[src/rtl/pipeline_ctrl.sv]
// Hazard and sequencing controller for a 5-stage MIPS32 pipeline: stall/flush,
// EX operand forwarding, mul/div sequencing and a saturating stall counter.
module pipeline_ctrl #(
  parameter int unsigned MUL_CYCLES = 4,
  parameter int unsigned DIV_CYCLES = 32,
  parameter int unsigned CNT_W      = 6,
  parameter int unsigned STAT_W     = 16
) (
  input  logic              clk,
  input  logic              rst,
  input  logic [4:0]        id_rs,
  input  logic [4:0]        id_rt,
  input  logic              id_use_rs,
  input  logic              id_use_rt,
  input  logic              id_md_start,
  input  logic              id_md_op,
  input  logic              id_md_read,
  input  logic [4:0]        ex_rs,
  input  logic [4:0]        ex_rt,
  input  logic [4:0]        ex_rd,
  input  logic              ex_memrd,
  input  logic              ex_br_taken,
  input  logic [4:0]        mem_rd,
  input  logic              mem_gprwr,
  input  logic [4:0]        wb_rd,
  input  logic              wb_gprwr,
  output logic              pc_en,
  output logic              ifid_en,
  output logic              ifid_flush,
  output logic              idex_flush,
  output logic [1:0]        fwd_a,
  output logic [1:0]        fwd_b,
  output logic              md_go,
  output logic              md_op_o,
  output logic              md_busy,
  output logic              md_done,
  output logic [STAT_W-1:0] stall_cnt
);

  typedef enum logic [0:0] {StIdle, StBusy} md_state_e;

  localparam logic [CNT_W-1:0] MulLoad = CNT_W'(MUL_CYCLES - 1);
  localparam logic [CNT_W-1:0] DivLoad = CNT_W'(DIV_CYCLES - 1);

  md_state_e          state_q, state_d;
  logic [CNT_W-1:0]   cnt_q, cnt_d;
  logic               md_op_q, md_op_d;
  logic [STAT_W-1:0]  stall_cnt_q, stall_cnt_d;

  logic lu, mh, stall, accept;

  // Select for one EX operand; EX/MEM wins over MEM/WB, r0 is never forwarded.
  function automatic logic [1:0] fwd_sel(input logic [4:0] r,
                                         input logic [4:0] m_rd, input logic m_wr,
                                         input logic [4:0] w_rd, input logic w_wr);
    if (m_wr && (m_rd != 5'd0) && (m_rd == r)) begin
      return 2'b10;
    end else if (w_wr && (w_rd != 5'd0) && (w_rd == r)) begin
      return 2'b01;
    end
    return 2'b00;
  endfunction

  always_comb begin
    lu = ex_memrd && (ex_rd != 5'd0) &&
         ((id_use_rs && (id_rs == ex_rd)) || (id_use_rt && (id_rt == ex_rd)));
    mh = md_busy && (id_md_start || id_md_read);
    stall = (lu || mh) && !ex_br_taken;
    accept = id_md_start && !stall && !ex_br_taken && (state_q == StIdle) && !rst;
  end

  always_comb begin
    pc_en      = 1'b1;
    ifid_en    = 1'b1;
    ifid_flush = 1'b0;
    idex_flush = 1'b0;
    if (rst) begin
      pc_en      = 1'b0;
      ifid_en    = 1'b0;
      ifid_flush = 1'b1;
      idex_flush = 1'b1;
    end else if (ex_br_taken) begin
      ifid_flush = 1'b1;
      idex_flush = 1'b1;
    end else if (stall) begin
      pc_en      = 1'b0;
      ifid_en    = 1'b0;
      idex_flush = 1'b1;
    end
  end

  always_comb begin
    fwd_a = 2'b00;
    fwd_b = 2'b00;
    if (!rst) begin
      fwd_a = fwd_sel(ex_rs, mem_rd, mem_gprwr, wb_rd, wb_gprwr);
      fwd_b = fwd_sel(ex_rt, mem_rd, mem_gprwr, wb_rd, wb_gprwr);
    end
  end

  // Mul/div sequencer: cnt counts down to zero; the zero cycle is the done cycle.
  always_comb begin
    state_d = state_q;
    cnt_d   = cnt_q;
    md_op_d = md_op_q;
    md_go   = 1'b0;
    md_done = 1'b0;
    unique case (state_q)
      StIdle: begin
        if (accept) begin
          md_go   = 1'b1;
          md_op_d = id_md_op;
          cnt_d   = id_md_op ? DivLoad : MulLoad;
          state_d = StBusy;
        end
      end
      StBusy: begin
        if (cnt_q != '0) begin
          cnt_d = cnt_q - 1'b1;
        end else begin
          md_done = !rst;
          state_d = StIdle;
        end
      end
      default: state_d = StIdle;
    endcase
  end

  always_comb begin
    stall_cnt_d = stall_cnt_q;
    if (stall && (stall_cnt_q != '1)) begin
      stall_cnt_d = stall_cnt_q + STAT_W'(1);
    end
  end

  always_ff @(posedge clk) begin
    if (rst) begin
      state_q     <= StIdle;
      cnt_q       <= '0;
      md_op_q     <= 1'b0;
      stall_cnt_q <= '0;
    end else begin
      state_q     <= state_d;
      cnt_q       <= cnt_d;
      md_op_q     <= md_op_d;
      stall_cnt_q <= stall_cnt_d;
    end
  end

  assign md_busy   = (state_q == StBusy);
  assign md_op_o   = md_op_q;
  assign stall_cnt = stall_cnt_q;

endmodule

[config.mk]
export PLATFORM = sky130hd
export DESIGN_NAME = pipeline_ctrl
export DESIGN_NICKNAME = d
export VERILOG_FILES = /design/src/rtl/pipeline_ctrl.sv
export SDC_FILE = /design/constraint.sdc
export NUM_CORES = 1
export LEC_CHECK = 0
export CAP_MARGIN = 10
export CORE_MARGIN = 5
export CORE_UTILIZATION = 43
export DETAILED_ROUTE_END_ITERATION = 7
export PLACE_DENSITY = 0.81
export SLEW_MARGIN = 10
export SYNTH_ARGS = -nofsm -noshare
export SYNTH_HDL_FRONTEND = slang
export SYNTH_SLANG_ARGS = --single-unit
export TNS_END_PERCENT = 20
[constraint.sdc]
create_clock -name clk -period 2.7 [get_ports clk]
set_input_delay 0.54 -clock clk [delete_from_list [all_inputs] [get_ports clk]]
set_output_delay 0.54 -clock clk [all_outputs]
set_load 0.05 [all_outputs]
==> results.sh <==
export IMPL_run_status="completed"
export IMPL_ir_drop_uv=172
export IMPL_synth_edf_count=0
export IMPL_worstSetupStartpoint="ex_rd[2]"
export IMPL_worst_slew_margin_relative_to_its_limit_pct=66.0
export IMPL_per_cell_via_count_in_the_routed_design=5.60
export IMPL_clkSlewWorstSetupHoldPaths_ps=80
export IMPL_tritoncts="done"
export IMPL_reg2reg_to="stall_cnt[15]"
export IMPL_grt_antenna_before_repair=0
export IMPL_final_fill_count=298
export IMPL_hold_fix_buffers_cts=0
export IMPL_cp_slowest_stage_delay_ps=540
export IMPL_r2r_worst_path_cells=7
export IMPL_finish_utilization_pct=74.3
export IMPL_seq_area_um2=480
export IMPL_synth_async_sr_flop_share_pct=0
export IMPL_top_cells_by_area_in_the_synthesized_netlist="sky130_fd_sc_hd__dfxtp_1, sky130_fd_sc_hd__xnor2_1, sky130_fd_sc_hd__xor2_1, sky130_fd_sc_hd__a21oi_1, sky130_fd_sc_hd__nor2_1"
export IMPL_vias=2043
export IMPL_first_global_vias=2104
export IMPL_clockRootBuffer="sky130_fd_sc_hd__clkbuf_8"
export IMPL_floorplan_initialDensity_pct=44.1
export IMPL_clock_insertion_delay_worst_skew_ps=270
export IMPL_clock_sink_count=24
export IMPL_drt_pre_antenna_iters=4
export IMPL_worst_max_slew_pin_slew_ps=509
export IMPL_dp_hpwl_um=4430
export IMPL_sequentialPowerShare_pct=40.9
export IMPL_power_leakage_nw=1.10
export IMPL_switching_portion_of_total_power_pct=31.4
export IMPL_clk_path_buf_depth=2
export IMPL_clock_tree_htree_level_count=1
export IMPL_critical_path_max_fanout=3
export IMPL_maximum_achievable_frequency_mhz=376
export IMPL_die_area_um2=5450
export IMPL_core_area_um2=3970
export IMPL_timing_critical_path_slowest_stage_cell="sky130_fd_sc_hd__or4_4"
export IMPL_p_switching_w=0.000291
export IMPL_synth_top_flop_cell="sky130_fd_sc_hd__dfxtp_1"
export IMPL_register_area_share_after_synthesis_pct=27.4
export IMPL_regToRegStartpoint="stall_cnt[0]"
export IMPL_pin_count_of_the_biggest_net_entering_global_routing=29
export IMPL_power_clock_fraction_pct=23.0
export IMPL_core_rowCount=23
export IMPL_gp_congestion=0.827
export IMPL_final_antenna_net_count=0
export IMPL_synth_area_leader_cell="sky130_fd_sc_hd__dfxtp_1"
export IMPL_timing_max_cap_violations=0
export IMPL_grt_first_pass_wirelength_um=9040
export IMPL_drt_total_wl_um=5690
export IMPL_syn_avg_cell_area_um2=8.15
export IMPL_syn_area_um2=1750
export IMPL_multiInputGateArea_um2=1270
export IMPL_critPathLaunchType="primary input"
export IMPL_min_delay_path_class="reg2reg"
export IMPL_routed_wire_length_per_instance_um=15.6
export IMPL_cp_required_ps=2160
export IMPL_final_net_count=365
export IMPL_p_per_area_nw_per_um2=314
export IMPL_hold_path_cell_count=2
export IMPL_comb_power_share_pct=36.1
export IMPL_min_delay_worst_endpoint="md_op_o"
export IMPL_i_o_pin_cnt=74
export IMPL_hold_worst_slack_ps=500
export IMPL_synthesis_yosys_warnings=0
export IMPL_data_arrival_time_of_the_worst_path_ps=2120
export IMPL_holdCritStartpoint="md_op_o"
export IMPL_place_port_buffers=73
export IMPL_setup_viol=0
export IMPL_die_width_um=73.8
export IMPL_timing_clock_skew_ps=7.04
export IMPL_synth_lib_cells_used_distinct=45
export IMPL_synth_seq_cells=24
export IMPL_final_max_slew_violation_count=0
export IMPL_post_route_drc_count=0
export IMPL_fin_crit_sh_pct=98.5
export IMPL_diodes=0
export IMPL_intPower_w=0.000635
export IMPL_register_to_register_setup_slack_ps=490
export IMPL_drive_gt1_share_pct=21.0
export IMPL_syn_instance_count=215
export IMPL_setup_worst_path_end_class="output port"
export IMPL_period_needed_ps=2660
export IMPL_synth_top_area_share_pct=27.4
export IMPL_total_gr_overflow=0
export IMPL_worstPathCellList="clkdlybuf4s15_2, or4_4, o21ai_4, inv_2, buf_4, a211oi_4, buf_12"
export IMPL_worstSetupPathType="in2out"
export IMPL_cts_made_buffers=3
export IMPL_drt_iter0_drc=130
export IMPL_floorplan_die_height_um=73.8
export IMPL_synth_fp_nets=263
export IMPL_area_growth_synth_to_final_pct=68.4
export IMPL_grt_usage_pct=20.8
export IMPL_timing_hold_violations_final=0
==> how the worst max path moves through the flow <==
stage               cells past startpoint        to  slack (ps)
floorplan                               3  fwd_a[1]        -320
global placement                        8   ifid_en        -270
detailed placement                      8     pc_en        -310
CTS                                     6  fwd_a[0]         0.4
global route                            7     md_go          -2
finish                                  7     md_go          40
==> area by class of cell <==
class	count	area share (%)
flip-flops and latches	24	16.3
multi-input cells	175	43.2
inverters	9	1.15
well taps	50	2.12
repair buffers	104	35.8
clock buffers	3	1.40
==> state kept, by name, indices dropped and copies added, names as in the netlist <==
register,cells
stall_cnt,16
md_op_o,1
md_busy,1
cnt_q,6
==> cells by family (layout without fill, tap and decap cells) <==
logic type | count (synthesis) | in the layout | share of synthesized area (%)
fa+ha+maj | 2 | 2 | 1.43
buf+inv | 16 | 116 | 3.86
mux | 6 | 6 | 3.71
compound gates | 49 | 49 | 20.9
xor+xnor | 31 | 31 | 15.5
simple gates | 87 | 87 | 27.2
flops | 24 | 24 | 27.4
==> per-layer routing <==
layer  GRT usage, %  vias up  wire, um  share of wire [%]
li1               -     1000         -                  -
met1           23.6      932      2200                 39
met2           37.6       94      2860                 50
met3           4.24       17       506                8.9
met4           7.85        0       124                2.2
met5              0        -         0                  0
==> synth_stat cells, types with 2 or more instances <==
| cell | instances |
|---|---|
| sky130_fd_sc_hd__or4_1 | 6 |
| sky130_fd_sc_hd__or3_1 | 7 |
| sky130_fd_sc_hd__o21ai_1 | 2 |
| sky130_fd_sc_hd__a2111oi_0 | 2 |
| sky130_fd_sc_hd__a211oi_1 | 3 |
| sky130_fd_sc_hd__nand4_1 | 7 |
| sky130_fd_sc_hd__nor4_1 | 7 |
| sky130_fd_sc_hd__nor2b_1 | 6 |
| sky130_fd_sc_hd__o31ai_1 | 7 |
| sky130_fd_sc_hd__mux2_1 | 4 |
| sky130_fd_sc_hd__buf_4 | 2 |
| sky130_fd_sc_hd__o21ai_0 | 6 |
| sky130_fd_sc_hd__o22ai_1 | 3 |
| sky130_fd_sc_hd__xnor2_1 | 22 |
| sky130_fd_sc_hd__inv_1 | 8 |
| sky130_fd_sc_hd__nor3_1 | 9 |
| sky130_fd_sc_hd__nor2_1 | 15 |
| sky130_fd_sc_hd__nand3_1 | 8 |
| sky130_fd_sc_hd__a21oi_1 | 12 |
| sky130_fd_sc_hd__or2_2 | 2 |
| sky130_fd_sc_hd__mux2i_1 | 2 |
| sky130_fd_sc_hd__nand2_1 | 13 |
| sky130_fd_sc_hd__dfxtp_1 | 24 |
| sky130_fd_sc_hd__xor2_1 | 9 |
| sky130_fd_sc_hd__ha_1 | 2 |
| sky130_fd_sc_hd__clkbuf_1 | 5 |
| sky130_fd_sc_hd__o211ai_1 | 4 |
==> power groups by stage <==
stage | registers (W) | clock network (W) | logic (W)
finish | 0.000379 | 0.000213 | 0.000335
global route | 0.000381 | 0.000223 | 0.000361
CTS | 0.000379 | 0.000214 | 0.000327
detailed placement | 0.000388 | 0 | 0.000326
global placement | 0.000387 | 0 | 0.000318
floorplan | 0.000395 | 0 | 0.000149
==> cells in the final DEF, fill, tap and decap left out, types with 3 or more instances in the layout <==
| cell | instances |
|---|---|
| sky130_fd_sc_hd__clkdlybuf4s50_1 | 47 |
| sky130_fd_sc_hd__buf_4 | 31 |
| sky130_fd_sc_hd__dfxtp_1 | 24 |
| sky130_fd_sc_hd__xnor2_1 | 21 |
| sky130_fd_sc_hd__nand2_1 | 13 |
| sky130_fd_sc_hd__nor2_1 | 13 |
| sky130_fd_sc_hd__a21oi_1 | 12 |
| sky130_fd_sc_hd__buf_12 | 10 |
| sky130_fd_sc_hd__xor2_1 | 9 |
| sky130_fd_sc_hd__dlygate4sd2_1 | 9 |
| sky130_fd_sc_hd__inv_1 | 8 |
| sky130_fd_sc_hd__nand3_1 | 8 |
| sky130_fd_sc_hd__nand4_1 | 7 |
| sky130_fd_sc_hd__nor3_1 | 7 |
| sky130_fd_sc_hd__or3_1 | 7 |
| sky130_fd_sc_hd__o31ai_1 | 7 |
| sky130_fd_sc_hd__nor4_1 | 6 |
| sky130_fd_sc_hd__nor2b_1 | 6 |
| sky130_fd_sc_hd__o21ai_0 | 5 |
| sky130_fd_sc_hd__or4_4 | 4 |
| sky130_fd_sc_hd__o211ai_1 | 4 |
| sky130_fd_sc_hd__mux2_1 | 4 |
| sky130_fd_sc_hd__or4_1 | 3 |
| sky130_fd_sc_hd__a211oi_1 | 3 |
| sky130_fd_sc_hd__o22ai_1 | 3 |
| sky130_fd_sc_hd__clkbuf_8 | 3 |
| sky130_fd_sc_hd__dlymetal6s2s_1 | 3 |
==> stage by stage <==
stage / total power [W] / setup TNS [ps] / instance area, um2 / worst slack, ps / cells
after floorplan: 0.000544 / -1430 / 1770 / -315 / 215
after global placement: 0.000704 / -1970 / 2850 / -275 / 361
after detailed placement: 0.000714 / -2680 / 2850 / -308 / 361
after CTS: 0.000920 / 0 / 2910 / 0.413 / 364
after global routing: 0.000966 / -2.02 / 2950 / -2.02 / 365
final: 0.000927 / 0 / 2950 / 39.4 / 365
==> critical path: cells and delay by family <==
family	cells	cell delay, ps
and+or+nand+nor	1	540
AOI/OAI and AO/OA	2	430
buffers and inverters	4	600
==> timing repair <==
item                       in CTS  in global routing
pin swaps                      10                 11
buffers inserted                1                  1
setup endpoints to repair       7                  6
resized for setup              27                  8
(Power assumes the default switching activity.)
